$ cat src/rtl/regfile_wb_arbiter.sv
// Two-source writeback arbiter for the 8x16 register bank: per-source FIFOs drained
// round-robin into one registered write port, plus a pending-write mask for RAW stalls.
module regfile_wb_arbiter #(
  parameter int  WIDTH    = 16,
  parameter int  NUM_REGS = 8,
  parameter int  DEPTH    = 2,
  localparam int SEL_W    = $clog2(NUM_REGS)
) (
  input  logic                clk,
  input  logic                reset_n,
  input  logic                src0_valid,
  output logic                src0_ready,
  input  logic [SEL_W-1:0]    src0_sel,
  input  logic [WIDTH-1:0]    src0_data,
  input  logic                src1_valid,
  output logic                src1_ready,
  input  logic [SEL_W-1:0]    src1_sel,
  input  logic [WIDTH-1:0]    src1_data,
  input  logic                flush,
  output logic                wr_load,
  output logic [SEL_W-1:0]    wr_sel,
  output logic [WIDTH-1:0]    wr_data,
  output logic [NUM_REGS-1:0] pending,
  output logic                idle
);
  localparam int PTR_W = $clog2(DEPTH);
  localparam int CNT_W = PTR_W + 1;

  logic [SEL_W-1:0] sel_mem_q  [2][DEPTH];
  logic [WIDTH-1:0] data_mem_q [2][DEPTH];
  logic [PTR_W-1:0] rd_ptr_q [2];
  logic [PTR_W-1:0] rd_ptr_d [2];
  logic [PTR_W-1:0] wr_ptr_q [2];
  logic [PTR_W-1:0] wr_ptr_d [2];
  logic [CNT_W-1:0] cnt_q    [2];
  logic [CNT_W-1:0] cnt_d    [2];
  logic             last_q, last_d;
  logic             wr_load_q, wr_load_d;
  logic [SEL_W-1:0] wr_sel_q, wr_sel_d;
  logic [WIDTH-1:0] wr_data_q, wr_data_d;

  logic [1:0]          valid_in, ready, nonempty, push, pop;
  logic [SEL_W-1:0]    sel_in    [2];
  logic [WIDTH-1:0]    data_in   [2];
  logic [SEL_W-1:0]    head_sel  [2];
  logic [WIDTH-1:0]    head_data [2];
  logic                grant_any, grant_src;
  logic [NUM_REGS-1:0] pending_v;

  assign valid_in = {src1_valid, src0_valid};

  always_comb begin
    sel_in[0]  = src0_sel;
    sel_in[1]  = src1_sel;
    data_in[0] = src0_data;
    data_in[1] = src1_data;
  end

  genvar gi;
  generate
    for (gi = 0; gi < 2; gi++) begin : g_src
      assign ready[gi]    = (cnt_q[gi] != CNT_W'(DEPTH));
      assign nonempty[gi] = (cnt_q[gi] != '0);
      assign push[gi]     = valid_in[gi] & ready[gi] & ~flush;
      assign pop[gi]      = grant_any & (grant_src == 1'(gi)) & ~flush;
    end
  endgenerate

  // last_q names the source granted on the most recent tie; the other one wins the next tie.
  always_comb begin
    grant_any = |nonempty;
    grant_src = nonempty[1] & (~nonempty[0] | ~last_q);
    last_d    = (&nonempty && !flush) ? grant_src : last_q;
    for (int s = 0; s < 2; s++) begin
      head_sel[s]  = sel_mem_q[s][rd_ptr_q[s]];
      head_data[s] = data_mem_q[s][rd_ptr_q[s]];
      cnt_d[s]     = flush ? '0 : cnt_q[s] + CNT_W'(push[s]) - CNT_W'(pop[s]);
      rd_ptr_d[s]  = flush ? '0 : rd_ptr_q[s] + PTR_W'(pop[s]);
      wr_ptr_d[s]  = flush ? '0 : wr_ptr_q[s] + PTR_W'(push[s]);
    end
    wr_load_d = grant_any & ~flush;
    wr_sel_d  = wr_load_d ? head_sel[grant_src]  : wr_sel_q;
    wr_data_d = wr_load_d ? head_data[grant_src] : wr_data_q;
  end

  always_ff @(posedge clk or negedge reset_n) begin
    if (!reset_n) begin
      for (int s = 0; s < 2; s++) begin
        cnt_q[s]    <= '0;
        rd_ptr_q[s] <= '0;
        wr_ptr_q[s] <= '0;
      end
      last_q    <= 1'b1;
      wr_load_q <= 1'b0;
      wr_sel_q  <= '0;
      wr_data_q <= '0;
    end else begin
      for (int s = 0; s < 2; s++) begin
        cnt_q[s]    <= cnt_d[s];
        rd_ptr_q[s] <= rd_ptr_d[s];
        wr_ptr_q[s] <= wr_ptr_d[s];
      end
      last_q    <= last_d;
      wr_load_q <= wr_load_d;
      wr_sel_q  <= wr_sel_d;
      wr_data_q <= wr_data_d;
    end
  end

  // Entry storage carries no reset; only slots inside the count are ever observed.
  always_ff @(posedge clk) begin
    for (int s = 0; s < 2; s++) begin
      if (push[s]) begin
        sel_mem_q[s][wr_ptr_q[s]]  <= sel_in[s];
        data_mem_q[s][wr_ptr_q[s]] <= data_in[s];
      end
    end
  end

  // A slot is live when its distance from the read pointer is below the count.
  always_comb begin
    pending_v = '0;
    for (int s = 0; s < 2; s++) begin
      for (int k = 0; k < DEPTH; k++) begin
        if (CNT_W'(PTR_W'(PTR_W'(k) - rd_ptr_q[s])) < cnt_q[s]) begin
          pending_v[sel_mem_q[s][k]] = 1'b1;
        end
      end
    end
    if (wr_load_q) begin
      pending_v[wr_sel_q] = 1'b1;
    end
  end

  assign src0_ready = ready[0];
  assign src1_ready = ready[1];
  assign wr_load    = wr_load_q;
  assign wr_sel     = wr_sel_q;
  assign wr_data    = wr_data_q;
  assign pending    = pending_v;
  assign idle       = ~nonempty[0] & ~nonempty[1] & ~wr_load_q;

endmodule

$ cat config.mk
export PLATFORM = sky130hd
export DESIGN_NAME = regfile_wb_arbiter
export DESIGN_NICKNAME = d
export VERILOG_FILES = /design/src/rtl/regfile_wb_arbiter.sv
export SDC_FILE = /design/constraint.sdc
export NUM_CORES = 1
export LEC_CHECK = 0
export BUFFER_PORTS_ARGS = -buffer_cell sky130_fd_sc_hd__clkbuf_2
export CAP_MARGIN = 20
export CORE_MARGIN = 3
export CORE_UTILIZATION = 40
export DETAILED_ROUTE_END_ITERATION = 16
export PLACE_DENSITY = 0.62
export SKIP_LAST_GASP = 1
export SLEW_MARGIN = 30
export SYNTH_ARGS = -nofsm -noshare
export SYNTH_HDL_FRONTEND = slang
export SYNTH_SLANG_ARGS = --single-unit
$ cat constraint.sdc
create_clock -name clk -period 2.1 [get_ports clk]
set_input_delay 0.21 -clock clk [delete_from_list [all_inputs] [get_ports clk]]
set_output_delay 0.21 -clock clk [all_outputs]
set_load 0.02 [all_outputs]
==> results.cfg <==
[setup_path]
max_stage_delay_ns = 0.55
setup.worst_path.end_class = output pin
crit_path_cell_trace = buf_6, a21oi_4, or2b_4, nor3_2, or4_4, buf_8
criticalPathCategory = register to output pin
worstPathRequired_ns = 1.89
cp_slowest_cell = or4_4
critPathMaxFanout = 4
critPathArrivalTime_ns = 1.93
critical-path-top-delay-family = simple AND/OR/NAND/NOR gates
cp_num_buf_inv = 2
cp-start-kind = register

[global_route]
grt_start_max_net_pins = 30
overflow = 0
grt_pass1_wl_um = 15500
antenna_found_initial = 0
grt_pass1_vias = 2914
grt.total_usage = 0.158

[route]
ant_nets = 0
routed_wl_um = 9860
drcViolationCount = 0
dr.pass1.iters = 4
drt_iter0_drc = 132
wl_per_cell_um = 17.9
vias = 2831
via_per_inst = 5.14

[power]
peakVddDrop_mv = 0.468
leakagePower_nw = 2.40
pwr-share-clk = 0.227
p_comb_frac = 0.395
p_switching_w = 0.00253
sequentialPowerShare = 0.378
intPower_w = 0.00511
power_density_nw_per_um2 = 1290
p_sw_frac = 0.331

[logic_synthesis]
synth_nets = 353
yosys.area.top_type_share = 0.485
ys_types = 46
synthMostInstantiatedCell = edfxtp_1
netlist_instances = 302
synthTopCellsByArea = edfxtp_1 49%, dfrtp_1 15%, mux2i_1 12%, mux2_4 5.7%, ha_1 2.1%
netlist_area_um2 = 4700
synth_area_per_cell_um2 = 15.6
synth-edff-count = 76
yosys_warnings = 0
seq_area_frac_synth = 0.640
async_flop_share = 0.276
synth_area_leader_cell = edfxtp_1
ys_top_cells_by_count = 76 x edfxtp_1, 57 x mux2i_1, 28 x dfrtp_1, 18 x mux2_4, 13 x nor2_1
synth_ff_type = edfxtp_1
synth_seq_cells = 105

[layout]
final_nets = 457
seqCellArea_um2 = 3010
n_antenna_cell = 0
multi_input_area_um2 = 1710
nFillCells = 939
fin_cells = 551
area_growth_pct = 25.6
layout-drive-gt1-share = 0.414

[timing]
relSlewSlack = 0.455
setup_violations = 4
clock_skew_ns = 0.00483
worstMarginPinSlew_ns = 0.818
max_freq_mhz = 466
rsz0062_at_grt = yes
layout_setup_ws_ns = -0.0442
period_minus_slack_ns = 2.14
finalCritPeriodShare = 1.02
drv_slew = 0
finalHoldViolations = 0

[cts]
htreeDepth = 3
clock_path_buffers = 2
numCtsBuffers = 9
worstSkewPairLatency_ns = 0.34
cts_tree = done
cts_root_buffer = clkbuf_16
cts.clk_slew.worst_paths_ns = 0.07
clock_sinks = 105

[floorplan]
io_pins = 74
rows = 38
die-area_um2 = 13100
dieHeight_um = 114
die_w_um = 114
core_um2 = 11200
start_util = 0.421

[flow_run]
cap_violations = 0

[outcome]
violations = setup timing
outcome = finished, violations left

[min_path]
hp-class = primary input to register

[place]
hpwl_um = 6440
dp_worst_setup_slack_ns = 0.125
place_congestion = 0.885
place_inst = 517
port_buffers = 73
per-layer routing:
| metal | up-vias | global-route usage | part of all wire |
|---|---|---|---|
| met1 | 1404 | 0.198 | 0.41 |
| li1 | 1345 | - | - |
| met3 | 14 | 0.0375 | 0.052 |
| met5 | - | 0 | 0 |
| met2 | 68 | 0.267 | 0.52 |
| met4 | 0 | 0.0578 | 0.017 |
cell usage in the layout, fill, tap and decap left out, types with 2 or more instances in the layout:
cell / instances
or4_4: 4
clkbuf_16: 9
nand2b_1: 5
mux2i_1: 57
nor4b_1: 2
clkinvlp_4: 2
nor2b_1: 4
xor2_1: 3
o21ai_2: 3
or3_1: 3
dfrtp_2: 4
buf_4: 26
dfrtp_1: 24
nand3_1: 4
o22ai_1: 2
xnor2_1: 4
buf_8: 3
ha_1: 8
clkbuf_8: 4
nand2_1: 6
nor3b_1: 3
nor4_1: 4
mux2_4: 18
and3b_2: 2
clkbuf_2: 66
buf_6: 6
a21oi_4: 3
edfxtp_1: 76
o21ai_0: 2
nor3_1: 5
nor2_4: 2
o31ai_2: 2
o21ai_4: 2
nor2_1: 12
inv_1: 7
worst reg2reg max path, stage by stage (launching register included):
cell,delay [ns]
dfrtp_1,0.40
buf_4,0.14
or2_4,0.27
a211oi_4,0.27
ha_1,0.26
inv_1,0.06
ha_1,0.15
xor2_1,0.17
xnor2_1,0.13
nor2_1,0.05
final cells by class:
type / instances / share of cell area
Timing Repair Buffer: 103 / 0.112
Sequential cell: 105 / 0.511
Clock buffer: 12 / 0.0452
Tap cell: 140 / 0.0297
Inverter: 7 / 0.00445
Multi-Input combinational cell: 180 / 0.289
Clock inverter: 4 / 0.00848
sequential cells by signal, indices dropped and copies added, names as in the netlist:
name / count
wr_load: 1
last_q: 1
wr_sel: 3
data_mem_q: 64
cnt_q: 4
wr_data: 16
rd_ptr_q: 2
sel_mem_q: 12
wr_ptr_q: 2
kinds of logic (layout without fill, tap and decap cells):
kind of cell,after synthesis,count (layout),synth area share
flops,105,105,0.640
mux,76,76,0.181
simple gates,69,69,0.0865
compound gates,20,20,0.0330
buf+inv,17,126,0.0248
fa+ha+maj,8,8,0.0213
xor+xnor,7,7,0.0130
power groups by stage:
stage	Clock [W]	Sequential [W]	Combinational, W
floorplan	0	0.00310	0.00180
global placement	0	0.00292	0.00263
detailed placement	0	0.00292	0.00266
CTS	0.00177	0.00288	0.00285
global route	0.00187	0.00294	0.00323
finish	0.00173	0.00289	0.00302
metrics by stage:
| stage | area, µm² | util | power (W) | hold WS, ns | TNS (ns) |
|---|---|---|---|---|---|
| floorplan | 4700 | - | 0.00490 | -0.0856 | 0 |
| global placement | 5250 | 0.470 | 0.00554 | 0.333 | 0 |
| detailed placement | 5250 | 0.470 | 0.00558 | 0.349 | 0 |
| CTS | 5740 | 0.514 | 0.00751 | 0.0449 | -0.131 |
| global route | 5900 | 0.528 | 0.00803 | 0.0425 | -0.378 |
| finish | 5900 | 0.528 | 0.00763 | 0.0564 | -0.0939 |
worst paths after layout:
kind | slack, ns | startpoint | depth (start not counted) | to
worst max-delay path | -0.04 | cnt_q[1] | 6 | pending[1]
worst min-delay path | 0.06 | src0_data[10] | 1 | data_mem_q[0][10]
worst max register to register | 0.08 | cnt_q[1] | 9 | cnt_q[3]
worst min register to register | 0.51 | wr_data[4] | 1 | wr_data[4]
max in group asynchronous | 1.04 | reset_n | 2 | cnt_q[0]
min in group asynchronous | 0.50 | reset_n | 2 | wr_data[4]
repair_timing:
action / in CTS / in global routing
endpoints found under the hold margin: 28 / 0
pin swaps: 5 / 10
gates resized for setup: 24 / 32
setup endpoints to repair: 6 / 9
hold buffers: 1 / 0
setup buffers: 9 / 8
(Power assumes the default switching activity.)
